`config.mk`:
```
export PLATFORM = sky130hd
export DESIGN_NAME = div_32
export DESIGN_NICKNAME = d
export VERILOG_FILES = /design/src/rtl/div32_pkg.sv /design/src/rtl/div_32_adc32.sv /design/src/rtl/div_32.sv
export SDC_FILE = /design/constraint.sdc
export NUM_CORES = 1
export LEC_CHECK = 0
export ABC_CLOCK_PERIOD_IN_PS = 6380
export BUFFER_PORTS_ARGS = -buffer_cell sky130_fd_sc_hd__buf_2
export CAP_MARGIN = 15
export CELL_PAD_IN_SITES_DETAIL_PLACEMENT = 1
export CELL_PAD_IN_SITES_GLOBAL_PLACEMENT = 1
export CORE_MARGIN = 1
export CORE_UTILIZATION = 48
export CTS_CLUSTER_SIZE = 14
export DETAILED_ROUTE_END_ITERATION = 8
export HOLD_SLACK_MARGIN = 0.02
export PLACE_DENSITY_LB_ADDON = 0.1
export SYNTH_ARGS = -nofsm -noshare
export SYNTH_HDL_FRONTEND = slang
export SYNTH_SLANG_ARGS = --single-unit
```
`constraint.sdc`:
```
create_clock -name clk -period 6.38 [get_ports clk]
set_clock_uncertainty 0.15 [all_clocks]
set_input_delay 0.319 -clock clk [delete_from_list [all_inputs] [get_ports clk]]
set_output_delay 0.319 -clock clk [all_outputs]
set_load 0.02 [all_outputs]
```
`src/rtl/div32_pkg.sv`:
```
// -----------------------------------------------------------------------------
// div32_pkg
// Shared definitions for the div_32 sequential restoring divider:
//   - div_state_t / ST_* : FSM state encoding (IDLE, CALC, FIX)
//   - ITER               : number of quotient bits produced, one per cycle
//   - DIV_ZERO_Q         : quotient reported for a zero divisor
//   - neg32()            : two's-complement negator, used for the magnitude
//                          conversion and the sign fix (never the adder)
// -----------------------------------------------------------------------------
package div32_pkg;

    typedef logic [1:0] div_state_t;

    localparam div_state_t ST_IDLE = 2'd0;
    localparam div_state_t ST_CALC = 2'd1;
    localparam div_state_t ST_FIX  = 2'd2;

    localparam int          ITER       = 32;
    localparam logic [31:0] DIV_ZERO_Q = 32'hFFFF_FFFF;

    function automatic logic [31:0] neg32(input logic [31:0] x);
        return ~x + 32'd1;
    endfunction

endpackage

```
`src/rtl/div_32_adc32.sv`:
```
// -----------------------------------------------------------------------------
// div_32_adc32  (the ADC32 adder)
// 33-bit result carry-in adder: s_o = a_i + b_i + c0_i.
//   a_i  [31:0] in   operand A
//   b_i  [31:0] in   operand B
//   c0_i        in   carry in
//   s_o  [32:0] out  sum, s_o[32] is the carry out
// -----------------------------------------------------------------------------
module div_32_adc32 (
    input  logic [31:0] a_i,
    input  logic [31:0] b_i,
    input  logic        c0_i,
    output logic [32:0] s_o
);

    assign s_o = {1'b0, a_i} + {1'b0, b_i} + {32'd0, c0_i};

endmodule

```
`src/rtl/div_32.sv`:
```
// -----------------------------------------------------------------------------
// div_32
// Sequential 32-bit restoring divider, one quotient bit per cycle, using the
// ADC32 adder in subtract mode (A = partial remainder, B = ~divisor, C0 = 1)
// as its trial-subtract engine.
//
// Build option: define DIV32_SIGNED_EN to honour sgn (signed operands,
// magnitude conversion at load, extra FIX state, latency 33). Without it all
// arithmetic is unsigned and latency is 32. Divide-by-zero answers in 1 cycle.
//
// Handshake: start is sampled only while the FSM is IDLE (this includes the
// done cycle, so back-to-back issue works). busy is high from the sampling
// edge until the edge that raises done; done is a one-cycle pulse and the
// quotient/remainder/div_zero outputs are valid from that cycle and held until
// they are next written.
//
// Ports:
//   clk, rst_n            clock, asynchronous active-low reset
//   start, sgn            request pulse, signed-operand select
//   dividend, divisor     operands, sampled with start
//   busy, done            in-progress flag, completion pulse
//   quotient, remainder   registered results
//   div_zero              divisor was zero, held with the results
//   dbg_state             current FSM state (debug)
// -----------------------------------------------------------------------------
module div_32
    import div32_pkg::*;
(
    input  logic        clk,
    input  logic        rst_n,
    input  logic        start,
    input  logic        sgn,
    input  logic [31:0] dividend,
    input  logic [31:0] divisor,
    output logic        busy,
    output logic        done,
    output logic [31:0] quotient,
    output logic [31:0] remainder,
    output logic        div_zero,
    output div_state_t  dbg_state
);

    div_state_t  state_q, state_d;
    logic [5:0]  cnt_q, cnt_d;
    logic [31:0] r_q, r_d;         // partial remainder
    logic [31:0] q_q, q_d;         // dividend shifting out / quotient shifting in
    logic [31:0] d_q, d_d;         // divisor (magnitude)
    logic [31:0] quot_q, quot_d;
    logic [31:0] rem_q, rem_d;
    logic        dz_q, dz_d;
    logic        done_q, done_d;
    logic        zpend_q, zpend_d; // divide-by-zero answer waiting for its done edge

    logic [32:0] sh;
    logic [32:0] sum;
    logic        borrow;
    logic        qbit;
    logic [31:0] r_step;
    logic [31:0] q_step;
    logic [31:0] mag_a;
    logic [31:0] mag_b;

`ifdef DIV32_SIGNED_EN
    logic negq_q, negq_d;          // quotient negated when operand signs differ
    logic negr_q, negr_d;          // remainder follows the dividend's sign

    assign mag_a = (sgn && dividend[31]) ? neg32(dividend) : dividend;
    assign mag_b = (sgn && divisor[31])  ? neg32(divisor)  : divisor;
`else
    logic sgn_unused;
    assign sgn_unused = sgn;
    assign mag_a      = dividend;
    assign mag_b      = divisor;
`endif

    // Trial subtract: sum = sh[31:0] - D + 2^32, so the carry out is the
    // inverse of the borrow.
    assign sh = {r_q, q_q[31]};

    div_32_adc32 u_adc32 (
        .a_i  (sh[31:0]),
        .b_i  (~d_q),
        .c0_i (1'b1),
        .s_o  (sum)
    );

    assign borrow = ~sum[32];
    // sh[32] set means sh >= 2^32 > D: the subtract always succeeds even
    // though the 32-bit adder reports a borrow.
    assign qbit   = sh[32] | ~borrow;
    assign r_step = qbit ? sum[31:0] : sh[31:0];
    assign q_step = {q_q[30:0], qbit};

    always_comb begin
        state_d = state_q;
        cnt_d   = cnt_q;
        r_d     = r_q;
        q_d     = q_q;
        d_d     = d_q;
        quot_d  = quot_q;
        rem_d   = rem_q;
        dz_d    = dz_q;
        done_d  = 1'b0;
        zpend_d = 1'b0;
`ifdef DIV32_SIGNED_EN
        negq_d  = negq_q;
        negr_d  = negr_q;
`endif
        case (state_q)
            ST_IDLE: begin
                if (zpend_q) begin
                    // Results were written on the sampling edge; raise done now.
                    done_d = 1'b1;
                end else if (start) begin
                    if (divisor == 32'd0) begin
                        quot_d  = DIV_ZERO_Q;
                        rem_d   = dividend;
                        dz_d    = 1'b1;
                        zpend_d = 1'b1;
                    end else begin
                        r_d     = 32'd0;
                        q_d     = mag_a;
                        d_d     = mag_b;
                        cnt_d   = 6'd0;
                        dz_d    = 1'b0;
                        state_d = ST_CALC;
`ifdef DIV32_SIGNED_EN
                        negq_d  = sgn & (dividend[31] ^ divisor[31]);
                        negr_d  = sgn & dividend[31];
`endif
                    end
                end
            end
            ST_CALC: begin
                r_d   = r_step;
                q_d   = q_step;
                cnt_d = cnt_q + 6'd1;
                if (cnt_q == 6'(ITER - 1)) begin
`ifdef DIV32_SIGNED_EN
                    state_d = ST_FIX;
`else
                    quot_d  = q_step;
                    rem_d   = r_step;
                    done_d  = 1'b1;
                    state_d = ST_IDLE;
`endif
                end
            end
`ifdef DIV32_SIGNED_EN
            ST_FIX: begin
                quot_d  = negq_q ? neg32(q_q) : q_q;
                rem_d   = negr_q ? neg32(r_q) : r_q;
                done_d  = 1'b1;
                state_d = ST_IDLE;
            end
`endif
            default: state_d = ST_IDLE;
        endcase
    end

    always_ff @(posedge clk or negedge rst_n) begin
        if (!rst_n) begin
            state_q <= ST_IDLE;
            cnt_q   <= 6'd0;
            r_q     <= 32'd0;
            q_q     <= 32'd0;
            d_q     <= 32'd0;
            quot_q  <= 32'd0;
            rem_q   <= 32'd0;
            dz_q    <= 1'b0;
            done_q  <= 1'b0;
            zpend_q <= 1'b0;
`ifdef DIV32_SIGNED_EN
            negq_q  <= 1'b0;
            negr_q  <= 1'b0;
`endif
        end else begin
            state_q <= state_d;
            cnt_q   <= cnt_d;
            r_q     <= r_d;
            q_q     <= q_d;
            d_q     <= d_d;
            quot_q  <= quot_d;
            rem_q   <= rem_d;
            dz_q    <= dz_d;
            done_q  <= done_d;
            zpend_q <= zpend_d;
`ifdef DIV32_SIGNED_EN
            negq_q  <= negq_d;
            negr_q  <= negr_d;
`endif
        end
    end

    assign busy      = (state_q != ST_IDLE);
    assign done      = done_q;
    assign quotient  = quot_q;
    assign remainder = rem_q;
    assign div_zero  = dz_q;
    assign dbg_state = state_q;

endmodule

```
==> results.ini <==
[cells_and_area]
drive_above_1_share_pct=27.3
multi_input_area_um2=4490
register_area_um2=4260
layout.nets=1155
nFillCells=2053
utilization_pct=59.9
diodes=0
area_growth_pct=20.3

[clocking]
clock_latency_ps=440
cts_buffers=17
clock_sinks=170
ctsLongestPathBuffers=2
root_buffer=clkbuf_16
cts_resized=0
cts.clk_slew.worst_paths_ps=80
cts_tree=built
htree_levels=4

[global_route]
antenna_found_initial=0
grt_max_degree=100
grt_pass1_wl_mm=44.8
grt_usage_pct=29.7
overflow=0
grt_pass1_vias=8212

[timing]
finalCritPeriodShare_pct=62.4
worstMarginPinSlew_ps=1090
hold_ws_ps=23.6
slew_violations=0
finalSetupViolations=0
rsz0062_at_grt=false
relSlewSlack_pct=27.3
hold_viol=0
fmax_mhz=251
tns_ps=0
fin_crit_ps=3980
finalWorstSetupSlack_ps=2400

[worst_setup_path]
cp.arrival_ps=4180
slowest_delay_ps=900
cp_max_fo=20
reg2reg_setup_slack_ps=2400
r2r_cells=10
rr_startpoint=q_q[31]
r2r-end=r_q[21]
crit_type=flop to flop
crit_required_ps=6580
end_kind=flop
crit_chain=inv_1, ha_1, fa_1, nand2b_1, a21oi_1, o211ai_1, a21boi_2, o31a_1, a31oi_1, o21ai_0
startpoint_type=flop
cpMaxStageDelayCell=o31a_1
crit_buf_inv=1
crit_family=compound AO/OA/AOI/OAI gates

[route]
drtPass1Iterations=5
wl_per_cell_um=21.3
routed_via_density=5.95
drt-initial-drc-count=387
drc=0
routed_wl_mm=27.6
ant_nets=0
vias=7709

[synthesis]
synth_area_um2=9090
synth_top_area_cell=dfrtp_1
avgSynthCellArea_um2=10.1
ys_seq_elements=170
ys_types=62
synth_common_cells=dfrtp_1 (170), nand2_1 (82), a21oi_1 (76), mux2_2 (64)
synth_top_area_share_pct=46.8
syn_nets=1002
yosys_warnings=0
ys_async_sr_fraction_pct=100
yosysMostFrequentCell=dfrtp_1
syn_inst=900
synth_edf_count=0
synth_flop_cell=dfrtp_1
synth.area.top_cells=dfrtp_1 (47%), mux2_2 (7.9%), ha_1 (4.5%)
ys_seq_area_share_pct=46.8

[min_path]
worstHoldPathType=primary input to flop
worstHoldStart=dividend[6]
whs_path_depth=2
min_to=q_q[6]

[placement]
dp_slack_ps=2470
hpwl_mm=18.7
place_congestion=0.875
io_buffer_count=134

[die]
rows=49
io_pins=137
core_um2=18300
die_y_um=140
initial_core_util_pct=49.8
dieArea_um2=19500
die_w_um=140

[flow_run]
cap_violations=0

[status]
status=complete, no violations

==> layout by cell type, fill, tap and decap left out, types with 4 or more instances in the layout <==
cell / instances
o211ai_1: 7
dfrtp_1: 169
o21ai_0: 46
nor3_1: 17
o221a_2: 33
clkinv_4: 4
o22a_1: 4
inv_1: 37
nand2_1: 82
buf_2: 133
a31oi_1: 16
and2_1: 4
ha_1: 33
clkbuf_16: 17
buf_4: 9
dlygate4sd3_1: 43
xnor2_1: 15
o31ai_1: 4
a22o_1: 6
or3_1: 17
nand4_1: 6
a21oi_1: 76
nor2_1: 44
inv_8: 4
nand2b_1: 39
o21ai_1: 4
mux2i_1: 10
nand3_1: 13
a21o_1: 23
nor4_1: 9
mux2_2: 64
xor2_1: 10
and3_1: 12
==> state kept, by name, summed over array words and instances (netlist names) <==
signal / cells
r_q: 32
cnt_q: 6
done: 1
zpend_q: 1
dbg_state: 1
q_q: 32
remainder: 32
quotient: 32
div_zero: 1
d_q: 32
==> worst reg2reg max path, cell delays in order, from the launching register on <==
cell and delay [ps]:
dfrtp_1 430, inv_1 70, ha_1 220, fa_1 380, nand2b_1 210, a21oi_1 270, o211ai_1 250, a21boi_2 280
o31a_1 900, a31oi_1 450, o21ai_0 300
==> routing by layer <==
metal / track usage, % / up-vias / share of wire, %
met5: 0 / - / 0
met4: 10.2 / 0 / 2.4
met3: 4.44 / 43 / 3.8
met2: 50.3 / 188 / 49
met1: 38.7 / 3908 / 45
li1: - / 3570 / -
==> worst max path at each step <==
stage | from | slack [ps] | cells after the start | endpoint
global route | q_q[31] | 2270 | 10 | r_q[21]
global placement | q_q[31] | 2550 | 10 | r_q[20]
CTS | q_q[31] | 2440 | 10 | r_q[21]
floorplan | q_q[31] | 3730 | 11 | remainder[29]
detailed placement | q_q[31] | 2470 | 10 | r_q[21]
finish | q_q[31] | 2400 | 10 | r_q[21]
==> kinds of logic after synthesis <==
group	Yosys count	share of synthesized area, %
buffers and inverters	90	4.14
other	1	0.0412
XOR/XNOR	25	2.41
AND/OR/NAND/NOR	254	13.7
AO/OA/AOI/OAI	252	19.2
flip-flops	170	46.8
adder cells (fa/ha/maj)	34	4.76
multiplexers	74	9.02
==> final cells by class <==
type | instances | share of cell area [%]
Clock inverter | 15 | 1.43
Sequential cell | 170 | 38.9
Inverter | 37 | 1.27
Timing Repair Buffer | 187 | 10.9
Clock buffer | 17 | 3.89
Tap cell | 229 | 2.62
Multi-Input combinational cell | 640 | 41.0
==> through the flow <==
step,cell area [µm²],instances
final,10900,1295
after global routing,10900,1295
after global placement,9910,1219
after CTS,10900,1294
after floorplan,9090,900
after detailed placement,9910,1219
==> timing repair <==
| item | 4_1_cts | 5_1_grt |
|---|---|---|
| buffers inserted | 0 | 0 |
| endpoints found under the hold margin | 140 | 0 |
| hold buffers | 43 | 0 |
Power is left out: the tool's default activity adds up to more than one toggle a clock period on the data nets, which glitch-free logic cannot reach.
